### src/rtl/m72_pic.sv
// ---------------------------------------------------------------------------
// m72_pic
// Priority interrupt controller for the M72 main CPU. An 8259A-compatible
// subset: single controller, edge-triggered inputs, 8086 vector mode, fixed
// priority with IR0 highest. Sits between the video timing pulses (VBLK on
// IR0, HINT on IR2) and the CPU interrupt request/acknowledge interface.
//
// Ports
//   clock    in   system clock
//   reset_n  in   asynchronous, active-low reset
//   cs       in   chip select; wr is ignored unless cs is high
//   a0       in   register select
//   wr       in   single-cycle write strobe
//   din      in   write data [7:0]
//   dout     out  read data [7:0]; a0=0 gives IRR or ISR (per rsel), a0=1 gives IMR
//   ir       in   interrupt request lines [7:0], synchronous to clock
//   inta     in   single-cycle interrupt-acknowledge strobe
//   int_rq   out  registered interrupt request to the CPU
//   vector   out  registered vector {base[4:0], level[2:0]}
// ---------------------------------------------------------------------------
module m72_pic (
   input  logic       clock,
   input  logic       reset_n,
   input  logic       cs,
   input  logic       a0,
   input  logic       wr,
   input  logic [7:0] din,
   output logic [7:0] dout,
   input  logic [7:0] ir,
   input  logic       inta,
   output logic       int_rq,
   output logic [7:0] vector
);

   typedef enum logic [1:0] {READY, W_ICW2, W_ICW3, W_ICW4} state_t;

   state_t      state_q, state_d;
   logic [7:0]  irr_q, irr_d;
   logic [7:0]  isr_q, isr_d;
   logic [7:0]  imr_q, imr_d;
   logic [4:0]  base_q, base_d;
   logic        sngl_q, sngl_d;
   logic        ic4_q, ic4_d;
   logic        aeoi_q, aeoi_d;
   logic        rsel_q, rsel_d;
   logic [7:0]  ir_dly_q;
   logic        int_rq_q, int_rq_d;
   logic [7:0]  vector_q, vector_d;

   logic        wr_en;
   logic        icw1;
   logic        commit;
   logic [2:0]  commit_lvl;
   logic [7:0]  rise;
   logic [3:0]  pick;

   // Highest-priority serviceable request: {found, level}. A set ISR bit
   // blocks its own level and every lower-priority level.
   function automatic logic [3:0] pick_level(input logic [7:0] irr,
                                             input logic [7:0] isr,
                                             input logic [7:0] imr);
      logic [3:0] res;
      logic       blocked;
      res     = 4'b0111;
      blocked = 1'b0;
      for (int n = 0; n < 8; n++) begin
         if (isr[n])
            blocked = 1'b1;
         if (!blocked && !res[3] && irr[n] && !imr[n])
            res = {1'b1, n[2:0]};
      end
      return res;
   endfunction

   // Clear the highest-priority (lowest-numbered) set bit.
   function automatic logic [7:0] clear_lowest(input logic [7:0] v);
      logic [7:0] res;
      logic       done;
      res  = v;
      done = 1'b0;
      for (int n = 0; n < 8; n++) begin
         if (!done && v[n]) begin
            res[n] = 1'b0;
            done   = 1'b1;
         end
      end
      return res;
   endfunction

   assign wr_en      = cs & wr;
   // ICW1 is recognised in every state and restarts initialisation.
   assign icw1       = wr_en & ~a0 & din[4];
   // An acknowledge with no request outstanding is spurious and changes nothing.
   assign commit     = inta & int_rq_q;
   assign commit_lvl = vector_q[2:0];
   assign rise       = ir & ~ir_dly_q;
   assign pick       = pick_level(irr_q, isr_q, imr_q);

   always_comb begin
      state_d  = state_q;
      irr_d    = irr_q;
      isr_d    = isr_q;
      imr_d    = imr_q;
      base_d   = base_q;
      sngl_d   = sngl_q;
      ic4_d    = ic4_q;
      aeoi_d   = aeoi_q;
      rsel_d   = rsel_q;

      if (icw1) begin
         irr_d   = 8'h00;
         isr_d   = 8'h00;
         imr_d   = 8'h00;
         rsel_d  = 1'b0;
         aeoi_d  = 1'b0;
         sngl_d  = din[1];
         ic4_d   = din[0];
         state_d = W_ICW2;
      end else begin
         case (state_q)
            W_ICW2: begin
               if (wr_en && a0) begin
                  base_d = din[7:3];
                  if (!sngl_q)
                     state_d = W_ICW3;
                  else if (ic4_q)
                     state_d = W_ICW4;
                  else
                     state_d = READY;
               end
            end
            W_ICW3: begin
               // Cascade configuration is not supported; the byte is dropped.
               if (wr_en && a0)
                  state_d = ic4_q ? W_ICW4 : READY;
            end
            W_ICW4: begin
               if (wr_en && a0) begin
                  aeoi_d  = din[1];
                  state_d = READY;
               end
            end
            READY: begin
               if (wr_en) begin
                  if (a0) begin
                     imr_d = din;
                  end else if (din[4:3] == 2'b00) begin
                     if (din[7:5] == 3'b001)
                        isr_d = clear_lowest(isr_q);
                     else if (din[7:5] == 3'b011)
                        isr_d[din[2:0]] = 1'b0;
                  end else if (din[4:3] == 2'b01) begin
                     if (din[1])
                        rsel_d = din[0];
                  end
               end
            end
            default: ;
         endcase

         // EOI above works on the pre-acknowledge ISR; the acknowledge then
         // sets its own bit. A fresh edge on the acknowledged line re-arms IRR.
         if (commit) begin
            irr_d[commit_lvl] = 1'b0;
            if (!aeoi_q)
               isr_d[commit_lvl] = 1'b1;
         end
         irr_d = irr_d | rise;
      end

      int_rq_d = (state_q == READY) & pick[3] & ~icw1;
      vector_d = {base_q, pick[2:0]};
   end

   always_ff @(posedge clock or negedge reset_n) begin
      if (!reset_n) begin
         state_q  <= READY;
         irr_q    <= 8'h00;
         isr_q    <= 8'h00;
         imr_q    <= 8'hFF;
         base_q   <= 5'd0;
         sngl_q   <= 1'b0;
         ic4_q    <= 1'b0;
         aeoi_q   <= 1'b0;
         rsel_q   <= 1'b0;
         ir_dly_q <= 8'h00;
         int_rq_q <= 1'b0;
         vector_q <= 8'h00;
      end else begin
         state_q  <= state_d;
         irr_q    <= irr_d;
         isr_q    <= isr_d;
         imr_q    <= imr_d;
         base_q   <= base_d;
         sngl_q   <= sngl_d;
         ic4_q    <= ic4_d;
         aeoi_q   <= aeoi_d;
         rsel_q   <= rsel_d;
         ir_dly_q <= ir;
         int_rq_q <= int_rq_d;
         vector_q <= vector_d;
      end
   end

   assign dout   = a0 ? imr_q : (rsel_q ? isr_q : irr_q);
   assign int_rq = int_rq_q;
   assign vector = vector_q;

endmodule

### config.mk
export PLATFORM = sky130hd
export DESIGN_NAME = m72_pic
export DESIGN_NICKNAME = d
export VERILOG_FILES = /design/src/rtl/m72_pic.sv
export SDC_FILE = /design/constraint.sdc
export NUM_CORES = 1
export LEC_CHECK = 0
export ABC_AREA = 1
export CAP_MARGIN = 20
export CORE_MARGIN = 3
export CORE_UTILIZATION = 40
export CTS_CLUSTER_DIAMETER = 150
export DETAILED_ROUTE_END_ITERATION = 12
export GPL_TIMING_DRIVEN = 0
export PLACE_DENSITY = 0.64
export SETUP_SLACK_MARGIN = 0.3
export SLEW_MARGIN = 20
export SYNTH_ARGS = -nofsm -noshare
export SYNTH_HDL_FRONTEND = slang
export SYNTH_SLANG_ARGS = --single-unit
### constraint.sdc
create_clock -name clock -period 1.65 [get_ports clock]
set_clock_uncertainty 0.1 [all_clocks]
set_input_delay 0.2475 -clock clock [delete_from_list [all_inputs] [get_ports clock]]
set_output_delay 0.2475 -clock clock [all_outputs]
set_load 0.05 [all_outputs]
=== Yosys cells after proc, flatten, opt, wreduce, memory -nomap -nowiden ===
Index checks and enable logic that the tools add are counted.

* Register bits after elaboration: 52
* Output and inout bits: 17
* Logic and storage cells: 232
* Bits of input ports: 22

* Equal/unequal tests: 11
* Mux-type cells: 111
* Reduce and logical (&&, ||, !) cells: 78
* Magnitude comparators: 4
* Bitwise gates (word level): 16

{| class="wikitable"
|+ Operator list
! cell !! count
|-
| 8-bit two-way mux || 19
|-
| 1-bit two-way mux || 75
|-
| 1-bit logical AND || 33
|-
| 4-bit two-way mux || 8
|-
| 1-bit logical NOT || 30
|-
| 8-bit bitwise AND || 3
|-
| 8-bit inverter || 3
|-
| 8-bit bitwise OR || 2
|-
| 2-bit nonzero test || 7
|-
| 2-bit two-way mux || 6
|-
| 3-bit inequality test, second input constant || 3
|-
| 3-bit by 4-bit less-than comparator with 1-bit output, second input constant || 2
|-
| 1-bit bitwise AND || 6
|-
| 1-bit demux with 3-bit select || 2
|-
| 3-bit by 1-bit greater-or-equal comparator with 1-bit output, second input constant || 2
|-
| 2-bit case mux with 3 select lines || 1
|-
| 3-bit AND reduction || 2
|-
| 6-bit AND reduction || 1
|-
| 2-bit by 1-bit equality test with 1-bit output, second input constant || 2
|-
| 2-bit equality test, second input constant || 2
|-
| 2-bit logical NOT || 2
|-
| 4-bit AND reduction || 1
|-
| 4-bit nonzero test || 1
|-
| 3-bit by 1-bit equality test with 1-bit output, second input constant || 1
|-
| other kinds (5) || 6
|}

=== Depth between registers and ports, before layout ===
Gate-level depths: netlist (run 1).

* Depth in word-level cells: 74
* Mapped depth: 9
* Gate-level depth less buffers: 9

=== Worst setup path before layout (run 1) ===
No wires, ideal clock.

* Path type: reg2out
* Start: register rsel_q
* End: output dout[1]
* Stages on the path, launching flop included: 5
* Data required time: 1.302 ns
* Buffers on the path: 1
* Arrival time: 1.619 ns
* Setup slack: -0.317 ns
* Cell sequence: dfrtp_1 -> inv_1 -> clkbuf_1 -> nand2_1 -> a22oi_1

* Word-level cells in the longest chain between the ends: 2

{| class="wikitable"
|+ RTL lines
! item !! RTL line !! source
|-
| from (decl) || 45 || <nowiki>logic rsel_q, rsel_d;</nowiki>
|-
| from (signal assigned) || 198 || <nowiki>rsel_q <= rsel_d;</nowiki>
|-
| 8-bit two-way mux (2 in series) || 205 || <nowiki>assign dout = a0 ? imr_q : (rsel_q ? isr_q : irr_q);</nowiki>
|-
| to (decl) || 28 || <nowiki>output logic [7:0] dout,</nowiki>
|}

Every way passes these cells.

=== Worst setup path after layout (run 1) ===
* Start: register rsel_q
* End: output dout[5]

Same word-level chain as after synthesis.

==> impl_metrics.toml, run 1 <==
[run_status]
status = "finished, violations left"
failed_checks = "negative setup slack"

[setup_path]
cp_cell_sequence = "inv_2 -> clkbuf_8 -> nand2_2 -> a22oi_2 -> buf_6"
worstSetupPathType = "reg2out"
cp_num_buf_inv = 3
crit_path_start_kind = "flip-flop"
path_delay_family = "buffers and inverters"
slowest_stage = "dfrtp_1"
cp.required_ns = 1.30
path_max_fanout = 6
crit_path_end_kind = "output pin"
crit_arrival_ns = 1.42
max_stage_delay_ns = 0.42

[timing]
hold_viol_final = 0
worstMarginPinSlew_ns = 0.6465
finalCriticalPeriod_ns = 1.764
holdWs_ns = 0.2862
fmax_mhz = 567.0
setup_viol = 8
fin_tns_setup_ns = -0.7210
setup_ws_ns = -0.1137
drv_slew = 0
period_share_pct = 106.9
slew_headroom_pct = 56.90
rsz0062_at_grt = "true"

[grt]
grt_pass1_vias = 2275
grt_overflow = 0
grt_pass1_wl_um = 11470
grt_start_max_net_pins = 53
gr-usage-all-layers_pct = 20.14
antenna_found_initial = 0

[final_layout]
area_growth_pct = 47.76
multi_input_area_mm2 = 0.001281
final_cells = 452
nNetsFinal = 398
ff_latch_area_mm2 = 0.001319
final_util_pct = 61.55
layout-drive-gt1-share_pct = 40.85
fillCellCount = 534
diodes = 0
final_common_cell = "nand2_1"
design_area_mm2 = 0.003666
layout_common_cells = "nand2_1, dfrtp_1, inv_1"

[synth]
ys_types = 27
synth_top_area_share_pct = 44.38
synth_top_area_cell = "dfrtp_1"
synthCells = 303
synth_nets = 325
yosys-top-cells-area = "dfrtp_1, nand2_1, dfstp_2"
netlist_area_mm2 = 0.002481
yosysWarnings = 0
ys_seq_elements = 52
ys_seq_area_share_pct = 52.85
synth_area_per_cell_um2 = 8.189

[routing]
antenna_left = 0
vias_per_cell = 5.327
drtIter0Drc = 146
dr_total_vias = 2408
first_pass_iters = 4
wl_per_cell_um = 15.38
drc_errors = 0
drt-total-wl_um = 6951

[die]
die_width_um = 84.76
row_count = 28
ios = 39
die_height_um = 84.76
die_area_mm2 = 0.007184
initial_core_util_pct = 41.66
core_mm2 = 0.005956

[power_and_ir_drop]
switching_share_pct = 44.76
ir_drop_uv = 702.4
leakage_nw = 1.637
power.share.sequential_pct = 34.9
switchingPower_mw = 2.685
combPwrFrac_pct = 50.2
internal_power_mw = 3.314
powerDensity_mw_per_mm2 = 1636
clock_power_share_pct = 15.0

[place]
gp_congestion = 0.8593
dp_cells = 416
dpl_cell_area_mm2 = 0.003063
io_buffer_count = 38
dp_hpwl_um = 4726

[clock_network]
cts_tree = "built"
clk_pin_slew_ns = 0.10
clockRootBuffer = "clkbuf_8"
clkLatencyLatePin_ns = 0.31
clock_sinks = 52
max-clock-path-buffers = 2
htree_levels = 2
numCtsBuffers = 5

[job]
maxCapViolCount = 0

[min_path]
hold_class = "reg2reg"
timing repair:
| item | in CTS | in global routing |
|---|---|---|
| buffers inserted | 23 | 3 |
| hold buffers | 1 | 0 |
| pin swaps | 11 | 8 |
| hold endpoints to repair | 44 | 0 |
| gates cloned | 1 | 0 |
| endpoints found under the setup margin | 54 | 45 |
| gates resized for setup | 150 | 53 |
power groups by stage:
stage	Clock, mW	Sequential [mW]	Combinational (mW)
floorplan	0	2.37	1.35
global placement	0	2.06	2.40
detailed placement	0	2.07	2.43
CTS	0.915	2.04	2.70
global route	0.975	2.14	3.23
finish	0.898	2.09	3.01
cells in the mapped netlist, drive strengths merged:
cell type	n
nor3b	1
clkbuf	2
buf	2
inv	51
o2111ai	1
o32ai	1
a22oi	3
nand3	14
a21oi	36
dfstp	8
nand4	7
nand2	65
a31oi	1
nor2	29
nor3	10
o22ai	8
o21ai	18
dfrtp	44
o211ai	1
o221ai	1
routing by layer:
layer	GRT usage [%]	part of all wire, %	vias up
met3	3.140	6.1	12
li1	-	-	1145
met5	0	0	-
met2	31.03	47	103
met1	28.96	45	1148
met4	6.906	2.0	0
cell families (layout without fill, tap and decap cells):
| group | Yosys count | after routing | synth area share [%] |
|---|---|---|---|
| compound gates | 70 | 70 | 15.58 |
| buf+inv | 55 | 129 | 8.422 |
| flops | 52 | 52 | 52.85 |
| simple gates | 126 | 126 | 23.15 |
layout make-up:
class / instances / area share, %
flip-flops and latches: 52 / 35.97
multi-input cells: 196 / 34.95
clock inverters: 3 / 1.263
inverters: 51 / 5.495
well taps: 75 / 2.560
repair buffers: 66 / 16.52
plain buffers: 4 / 1.365
clock buffers: 5 / 1.877
registers in the layout (all words and copies together), names as in the netlist:
signal    cells
ir_dly_q      8
irr_q         8
aeoi_q        1
rsel_q        1
base_q        5
sngl_q        1
isr_q         8
int_rq        1
imr_q         8
vector        8
ic4_q         1
state_q       2
worst reg2reg max path: stages, from the launching register on:
cell and delay, ns:
dfrtp_1 0.45, nor2_4 0.18, nand4_2 0.19, nor2_4 0.19
nand3_1 0.14, nand2_1 0.11, nor2_2 0.05, nor2_2 0.14
metrics by stage:
stage | worst slack, ns | power [mW]
4_1_cts | -0.09215 | 5.661
3_3_place_gp | -1.508 | 4.459
5_1_grt | -0.1601 | 6.344
2_1_floorplan | 0.1627 | 3.725
6_report | -0.1137 | 5.999
3_5_place_dp | -0.9289 | 4.498
path summary, 6_finish.rpt:
path                                  startpoint               endpoint  slack, ns  cells past startpoint
setup / recovery              rsel_q$_DFFE_PN0P_                dout[5]      -0.11                      5
hold / removal             base_q[0]$_DFFE_PN0P_    vector[3]$_DFF_PN0_       0.29                      0
setup reg to reg              isr_q[1]$_DFF_PN0_    vector[0]$_DFF_PN0_       0.02                      7
hold reg to reg            base_q[0]$_DFFE_PN0P_    vector[3]$_DFF_PN0_       0.29                      0
max in group asynchronous                reset_n       int_rq$_DFF_PN0_       0.58                      2
min in group asynchronous                reset_n  ir_dly_q[4]$_DFF_PN0_       0.40                      2
Power figures use the tool's default switching activity.
==> inputs of run 2 (changes only) <==
Settings changed: CTS_BUF_LIST set to sky130_fd_sc_hd__clkbuf_8.
==> results of run 2 <==
The final DEF is identical to that of run 1; final timing and power are the same.
==> inputs of run 3 (changes only) <==
Settings changed: ABC_AREA 1 to unset, CORE_ASPECT_RATIO set to 1.2, PLACE_DENSITY 0.64 to 0.65.
Clock period 1.65 ns to 2 ns, I/O delays scaled along.
==> run 3 against run 2 <==
Net effect: worst setup slack improved by 0.27 ns; global-route usage decreased by 1.1 points; cell count decreased by 18%; the run now ends clean; sequential power fell by 18%; critical path depth fell by 1; register-to-register slack better by 0.14 ns; non-clock buffer count fell by 11; flip-flop and latch count unchanged; final area decreased by 9.4%; core utilization down 3.7 points.
==> impl_metrics.toml, run 3 <==
[die]
die_width_um = 77.02
die_height_um = 91.23
die_area_mm2 = 0.007026
ios = 39
initial_core_util_pct = 42.16
row_count = 30
core_mm2 = 0.005743

[place]
gp_congestion = 0.8771
dp_slack_ns = -0.4948
io_buffer_count = 35
dp_hpwl_um = 4227
dpl_cell_area_mm2 = 0.002952

[clock_network]
clock_sinks = 52
clockRootBuffer = "clkbuf_8"
max-clock-path-buffers = 2
clk_pin_slew_ns = 0.10
cts_tree = "built"
numCtsBuffers = 5
htree_levels = 2
clkLatencyLatePin_ns = 0.31

[synth]
synthMostInstantiatedCell = "dfrtp_1"
netlist_area_mm2 = 0.002421
synth_ff_type = "dfrtp_1"
synth_top_area_cell = "dfrtp_1"
synth_area_per_cell_um2 = 10.35
ys_seq_area_share_pct = 54.16
synth_edf_count = 0
synth_nets = 256
ys_types = 44
synthCells = 234
yosysWarnings = 0
yosys-top-cells-area = "dfrtp_1, dfstp_2, o21ai_0"
synth_top_area_share_pct = 45.48
synth_common_cells = "dfrtp_1, o21ai_0, nand2_1"
ys_seq_elements = 52
async_flop_share_pct = 100.0

[grt]
grt_pass1_vias = 2036
antenna_found_initial = 0
grt_start_max_net_pins = 53
grt_pass1_wl_um = 10520
grt_overflow = 0
gr-usage-all-layers_pct = 19.05

[timing]
holdWs_ns = 0.2777
fin_tns_setup_ns = 0
rsz0062_at_grt = "true"
slew_headroom_pct = 56.49
worstMarginPinSlew_ns = 0.6527
finalCriticalPeriod_ns = 1.845
setup_ws_ns = 0.1553
hold_viol_final = 0
setup_viol = 0
drv_slew = 0
fmax_mhz = 542.1
period_share_pct = 92.23

[power_and_ir_drop]
total_power_mw = 4.316
switching_share_pct = 42.61
internal_power_mw = 2.477
combPwrFrac_pct = 45.6
powerDensity_mw_per_mm2 = 1299
clock_power_share_pct = 14.6
power.share.sequential_pct = 39.8
leakage_nw = 1.347
ir_drop_uv = 499.7
switchingPower_mw = 1.839

[routing]
wl_per_cell_um = 17.36
drt-total-wl_um = 6404
vias_per_cell = 5.434
antenna_left = 0
drtIter0Drc = 103
first_pass_iters = 4
dr_total_vias = 2005
drc_errors = 0

[min_path]
hold_class = "reg2reg"

[setup_path]
crit_path_end_kind = "flip-flop"
path_common_cell = "or4_4"
cp.required_ns = 2.10
crit_arrival_ns = 1.94
path_max_fanout = 3
max_stage_delay_ns = 0.58
cp_cell_sequence = "or4_4 -> or4_4 -> a21oi_2 -> o22ai_1"
slowest_stage = "or4_4"
crit_path_start_kind = "flip-flop"
worstSetupPathType = "reg2reg"

[final_layout]
final_common_cell = "dfrtp_1"
design_area_mm2 = 0.003322
nNetsFinal = 310
area_growth_pct = 37.21
layout-drive-gt1-share_pct = 29.41
diodes = 0
layout_common_cells = "dfrtp_1, nand2_1, o21ai_0, clkdlybuf4s50_1"

[run_status]
status = "finished, final reports clean"

[job]
maxCapViolCount = 0
run 3: critical path: cells and delay by family (launching register included):
kind	cells	cell delay, ns
DFF	1	0.41
AOI/OAI and AO/OA	2	0.20
and+or+nand+nor	2	1.01
run 3: cells by family after synthesis:
group                  count (synthesis)  synth area share [%]
flip-flops                            52                 54.16
AO/OA/AOI/OAI                         69                 17.26
multiplexers                          16                 6.873
AND/OR/NAND/NOR                       83                 19.23
buffers and inverters                 14                 2.481
run 3: final timing paths:
path	startpoint	slack [ns]	cells past startpoint	end
max	isr_q[3]$_DFF_PN0_	0.16	4	isr_q[6]$_DFF_PN0_
min	base_q[1]$_DFFE_PN0P_	0.28	0	vector[4]$_DFF_PN0_
min reg2reg	base_q[1]$_DFFE_PN0P_	0.28	0	vector[4]$_DFF_PN0_
min in group asynchronous	reset_n	0.46	2	isr_q[5]$_DFF_PN0_
max in group asynchronous	reset_n	0.85	2	isr_q[2]$_DFF_PN0_
max reg2reg	isr_q[3]$_DFF_PN0_	0.16	4	isr_q[6]$_DFF_PN0_
run 3: final cells by class:
cell class / count / area, um2
sequential: 52 / 1316
clock inverter: 2 / 11.26
inverter: 2 / 7.507
buffer: 12 / 77.57
clock buffer: 6 / 82.58
timing repair buffer: 47 / 447.9
tap: 80 / 100.1
multi-input combinational: 168 / 1279
fill: 499 / 2421
run 3: routing by layer:
metal | part of all wire [%] | global-route usage (%)
met3 | 3.5 | 3.274
met4 | 2.2 | 7.715
met2 | 50 | 31.76
met5 | 0 | 0
met1 | 44 | 24.52
run 3: power by group through the flow:
stage | clock (mW) | combinational (mW) | sequential, mW
after floorplan | 0 | 0.911 | 1.93
after CTS | 0.644 | 1.86 | 1.69
after detailed placement | 0 | 1.72 | 1.70
after global placement | 0 | 1.71 | 1.69
final | 0.630 | 1.97 | 1.72
after global routing | 0.680 | 2.10 | 1.76
run 3: through the flow:
stage / utilization, % / cells
finish: 57.84 / 369
global route: 57.84 / 369
CTS: 55.75 / 366
detailed placement: 51.39 / 349
global placement: 51.44 / 349
floorplan: - / 234
run 3: what timing repair did:
action	in CTS	in global routing
setup buffers	7	3
gates resized for setup	86	29
gates cloned	1	0
hold buffers	1	0
setup endpoints to repair	43	33
hold endpoints to repair	44	0
pin swaps	4	4
